[src/rtl/fifo_rdarb_pkg.sv]
// Shared types and constants for the FIFO read-port arbiter.
package fifo_rdarb_pkg;

  typedef enum logic [0:0] {StIdle, StGrant} state_e;

  localparam int unsigned CNT_W         = 16;
  localparam int unsigned NUM_REQ_DEF   = 4;
  localparam int unsigned BURST_LEN_DEF = 4;
  localparam int unsigned MAX_REQ       = 8;

  // Index of the set bit in a one-hot vector; 0 when the vector is all-zero.
  function automatic logic [2:0] onehot_idx(input logic [MAX_REQ-1:0] oh);
    logic [2:0] idx;
    idx = '0;
    for (int i = 0; i < int'(MAX_REQ); i++) begin
      if (oh[i]) idx = 3'(i);
    end
    return idx;
  endfunction

endpackage

[src/rtl/rr_pick.sv]
// Combinational round-robin picker: first eligible request at or after start, with wrap.
module rr_pick
  import fifo_rdarb_pkg::*;
#(
  parameter int unsigned N = NUM_REQ_DEF
) (
  input  logic [N-1:0]         req,
  input  logic [$clog2(N)-1:0] start,
  input  logic [N-1:0]         excl,
  output logic [N-1:0]         win,
  output logic                 found
);

  logic [N-1:0] cand;

  assign cand = req & ~excl;

  always_comb begin
    win   = '0;
    found = 1'b0;
    for (int i = 0; i < int'(N); i++) begin
      for (int j = 0; j < int'(N); j++) begin
        if (!found && cand[j] && (j == (int'(start) + i) % int'(N))) begin
          win[j] = 1'b1;
          found  = 1'b1;
        end
      end
    end
  end

endmodule

[src/rtl/fifo_rd_arbiter.sv]
// Round-robin burst arbiter sharing the async FIFO read port among NUM_REQ consumers.
// Optional per-consumer pop counters on rd_cnt when FIFO_RDARB_STATS_EN is defined.
module fifo_rd_arbiter
  import fifo_rdarb_pkg::*;
#(
  parameter int unsigned NUM_REQ   = NUM_REQ_DEF,
  parameter int unsigned BURST_LEN = BURST_LEN_DEF
) (
  input  logic               rclk,
  input  logic               reset,
  input  logic [NUM_REQ-1:0] req,
  input  logic               empty,
  output logic               r_en,
  output logic [NUM_REQ-1:0] gnt,
  output logic [NUM_REQ-1:0] rd_valid,
  output logic               busy
`ifdef FIFO_RDARB_STATS_EN
  ,
  output logic [NUM_REQ*CNT_W-1:0] rd_cnt
`endif
);

  localparam int unsigned IdxW   = $clog2(NUM_REQ);
  localparam int unsigned BurstW = $clog2(BURST_LEN + 1);

  state_e              state_q, state_d;
  logic [NUM_REQ-1:0]  gnt_q, gnt_d, rd_valid_q;
  logic [BurstW-1:0]   burst_q, burst_d;
  logic [IdxW-1:0]     last_q, last_d;
  logic [IdxW-1:0]     owner, base, start;
  logic [NUM_REQ-1:0]  excl, win;
  logic                found, own_req, rel_a, rel_b;

  assign owner   = IdxW'(onehot_idx(MAX_REQ'(gnt_q)));
  assign own_req = |(req & gnt_q);
  assign busy    = (state_q == StGrant);
  assign r_en    = busy & own_req & ~empty;
  assign rel_b   = ~own_req;
  assign rel_a   = r_en && ((int'(burst_q) + 1) == int'(BURST_LEN));

  // A burst-limit release scans from owner+1, so the owner wins only when alone.
  assign base  = busy ? owner : last_q;
  assign start = (int'(base) == int'(NUM_REQ) - 1) ? '0 : base + 1'b1;
  assign excl  = (busy && rel_b) ? gnt_q : '0;

  rr_pick #(
    .N(NUM_REQ)
  ) u_pick (
    .req  (req),
    .start(start),
    .excl (excl),
    .win  (win),
    .found(found)
  );

  always_comb begin
    state_d = state_q;
    gnt_d   = gnt_q;
    burst_d = burst_q;
    last_d  = last_q;
    unique case (state_q)
      StIdle: begin
        if (found) begin
          state_d = StGrant;
          gnt_d   = win;
          burst_d = '0;
        end
      end
      StGrant: begin
        if (rel_a || rel_b) begin
          last_d = owner;
          if (found) begin
            gnt_d   = win;
            burst_d = '0;
          end else begin
            state_d = StIdle;
            gnt_d   = '0;
          end
        end else if (r_en) begin
          burst_d = burst_q + 1'b1;
        end
      end
      default: state_d = StIdle;
    endcase
  end

  always_ff @(posedge rclk) begin
    if (reset) begin
      state_q    <= StIdle;
      gnt_q      <= '0;
      burst_q    <= '0;
      last_q     <= IdxW'(NUM_REQ - 1);
      rd_valid_q <= '0;
    end else begin
      state_q    <= state_d;
      gnt_q      <= gnt_d;
      burst_q    <= burst_d;
      last_q     <= last_d;
      rd_valid_q <= r_en ? gnt_q : '0;
    end
  end

  assign gnt      = gnt_q;
  assign rd_valid = rd_valid_q;

`ifdef FIFO_RDARB_STATS_EN
  logic [CNT_W-1:0] cnt_q [NUM_REQ];

  for (genvar g = 0; g < int'(NUM_REQ); g++) begin : g_cnt
    always_ff @(posedge rclk) begin
      if (reset) begin
        cnt_q[g] <= '0;
      end else if (r_en && gnt_q[g]) begin
        cnt_q[g] <= cnt_q[g] + 1'b1;
      end
    end
    assign rd_cnt[g*CNT_W +: CNT_W] = cnt_q[g];
  end
`endif

endmodule

[config.mk]
export PLATFORM = sky130hd
export DESIGN_NAME = fifo_rd_arbiter
export DESIGN_NICKNAME = d
export VERILOG_FILES = /design/src/rtl/fifo_rdarb_pkg.sv /design/src/rtl/rr_pick.sv /design/src/rtl/fifo_rd_arbiter.sv
export SDC_FILE = /design/constraint.sdc
export NUM_CORES = 1
export LEC_CHECK = 0
export CELL_PAD_IN_SITES_DETAIL_PLACEMENT = 2
export CELL_PAD_IN_SITES_GLOBAL_PLACEMENT = 2
export CORE_ASPECT_RATIO = 0.9
export CORE_MARGIN = 5
export CORE_UTILIZATION = 29
export DETAILED_ROUTE_END_ITERATION = 8
export GPL_ROUTABILITY_DRIVEN = 0
export GPL_TIMING_DRIVEN = 1
export PLACE_DENSITY_LB_ADDON = 0.1
export RECOVER_POWER = 50
export SETUP_SLACK_MARGIN = 0.15
export SYNTH_ARGS = -nofsm -noshare
export SYNTH_HDL_FRONTEND = slang
export SYNTH_SLANG_ARGS = --single-unit
[constraint.sdc]
create_clock -name rclk -period 1.77 [get_ports rclk]
set_input_delay 0.354 -clock rclk [delete_from_list [all_inputs] [get_ports rclk]]
set_output_delay 0.354 -clock rclk [all_outputs]
set_load 0.02 [all_outputs]
==> impl_metrics.toml <==
[cells_and_area]
layout-area-overhead-vs-synth_pct = 45.5
num_antenna_cells = 0
fin_nets = 133
stdcell_count = 153
drive_above_1_share = 0.341

[sta]
fmax_ghz = 0.623
layout_setup_ws_ns = 0.165
holdWs_ns = 0.559
rsz0062_at_grt = "false"
setup_viol = 0
tns_ns = 0
slew_headroom = 0.705
layout_min_cycle_time_ns = 1.61
drv_slew = 0
finalHoldViolations = 0
fin_skew_ns = 0.00289
timing.final.crit_share = 0.907
worst_pin_slew_ns = 0.438

[logic_synthesis]
ys_async_sr_fraction = 0
synth-edff-count = 0
synth_area_leaders = "dfxtp_1 35%, nor2_1 4.7%, a22o_1 4.4%, and2_1 3.9%, nand2b_1 3.9%"
synthFlopType = "dfxtp_1"
syn-cell-area_um2 = 798
yosysSeqAreaShare = 0.351
synth_common_cells = "14 x dfxtp_1, 10 x nor2_1, 5 x and2_1, 5 x nand2b_1"
yosysTopAreaCellShare = 0.351
synth.net_count = 96
yosys_warnings = 0
synth_area_leader_cell = "dfxtp_1"
yosysUniqueCellTypes = 37
avgSynthCellArea_um2 = 9.18
syn_inst = 87
ys_ff_latch = 14
yosysMostFrequentCell = "dfxtp_1"

[die]
start_util = 0.295
die_area_um2 = 3900
ios = 17
die_h_um = 59.8
fp.coreArea_um2 = 2700
num_rows = 18
die_w_um = 65.3

[cts]
cts_max_level = 1
cts.sinks = 14
cts_hold_buf = 0
clock_latency_ns = 0.29
cts_root_buffer = "clkbuf_4"
cts_tree = "yes"
path_clk_slew_ns = 0.08
clock_path_buffers = 2
cts_made_buffers = 3

[run_status]
status = "finished clean"

[critical_path]
cp_num_cells = 6
cp.required_ns = 1.42
cp_num_buf_inv = 2
worstPathMaxFanout = 2
critPathMaxStageDelay_ns = 0.26
worst_setup_path_end_kind = "output pin"
cp_slowest_cell = "dlygate4sd2_1"
crit_family = "buffers and inverters"
crit_arrival_ns = 1.25
path_common_cell = "nand2_2"
cp_cell_sequence = "dlygate4sd2_1 > a22oi_2 > nand2_2 > nand2_2 > nor2_2 > buf_6"
criticalPathCategory = "in -> out"
cp-start-kind = "input port"
r2r_cells = 6

[placement]
port_buffers = 16
place_inst = 146
hpwl_mm = 1.99
pre_cts_slack_ns = -0.457

[detailed_routing]
ant_nets = 0
via_per_inst = 5.25
first_iter_violations = 21
vias = 804
route.detailed.drc = 0
drt_wl_total_mm = 2.59
first_pass_iters = 4
wire_per_inst_um = 16.9

[global_route]
grt_pass1_wl_mm = 4.15
antenna_found_initial = 0
grt_usage = 0.143
grt_overflow_total = 0
grt_pass1_vias = 884
grt_start_max_net_pins = 13

[job]
maxCapViolations = 0

[min_path]
min_path_cells = 1
min_path_type = "reg -> reg"

[power]
cellPowerDensity_nw_per_um2 = 705
leakage_nw = 0.504
power_mw = 0.818
vdd.ir_drop.worst_v = 0.000350
cell type report:
| type | count | area (µm²) |
|---|---|---|
| repair buffers | 34 | 277 |
| inverters | 3 | 11.3 |
| fillers | 311 | 1540 |
| flip-flops and latches | 14 | 283 |
| well taps | 30 | 37.5 |
| multi-input cells | 68 | 517 |
| clock buffers | 4 | 36.3 |
registers in the layout, summed over array words and instances (netlist names):
signal / cells
last_q: 2
gnt: 4
busy: 1
burst_q: 3
rd_valid: 4
worst paths after layout:
path / from / endpoint / slack, ns
setup / recovery: req[0] / r_en / 0.16
hold / removal: burst_q[1] / burst_q[1] / 0.56
setup reg to reg: burst_q[1] / gnt[0] / 0.21
hold reg to reg: burst_q[1] / burst_q[1] / 0.56
routing by layer:
layer  global-route usage  vias to the layer above  share of wire  wire length (µm)
met5                    0                        -              0                 0
met1                0.173                      392           0.48              1230
met2                0.241                       17           0.47              1210
li1                     -                      391              -                 -
met3               0.0451                        4          0.040               104
met4               0.0444                        0          0.015                38
what timing repair did:
| item | in CTS | in global routing |
|---|---|---|
| setup endpoints to repair | 13 | 10 |
| gates resized for setup | 18 | 13 |
| hold endpoints to repair | 0 | 0 |
| pin swaps | 6 | 8 |
| buffers inserted | 0 | 3 |
report_power, final:
group | leakage [nW] | internal, mW | switching (mW)
registers | 0.115 | 0.333 | 0.0151
logic | 0.368 | 0.107 | 0.126
clock network | 0.0210 | 0.126 | 0.112
total | 0.504 | 0.565 | 0.254
cell families (layout without fill, tap and decap cells):
family	count (synthesis)	count (layout)	share of synthesized area
adder cells (fa/ha/maj)	2	2	0.0313
multiplexers	3	3	0.0392
AND/OR/NAND/NOR	37	37	0.276
flip-flops	14	14	0.351
AO/OA/AOI/OAI	26	26	0.265
buffers and inverters	5	41	0.0376
cells in the final DEF (no fill, tap or decap), types with 3 or more instances in the layout:
cell | Yosys | routed
buf_4 | 0 | 17
dfxtp_1 | 14 | 12
dlygate4sd2_1 | 0 | 9
nor2_1 | 10 | 8
clkdlybuf4s50_1 | 0 | 5
nand2b_1 | 5 | 4
a22o_1 | 4 | 4
nor3_1 | 2 | 3
and2_0 | 0 | 3
o21ai_0 | 3 | 3
nand2_1 | 4 | 3
inv_1 | 3 | 3
a21oi_1 | 3 | 3
clkbuf_4 | 1 | 3
stage by stage:
stage | cell area [µm²] | utilization
final | 1160 | 0.430
after global routing | 1160 | 0.430
after CTS | 1130 | 0.417
after detailed placement | 1090 | 0.403
after global placement | 1090 | 0.403
after floorplan | 798 | -
Power figures use the tool's default switching activity.
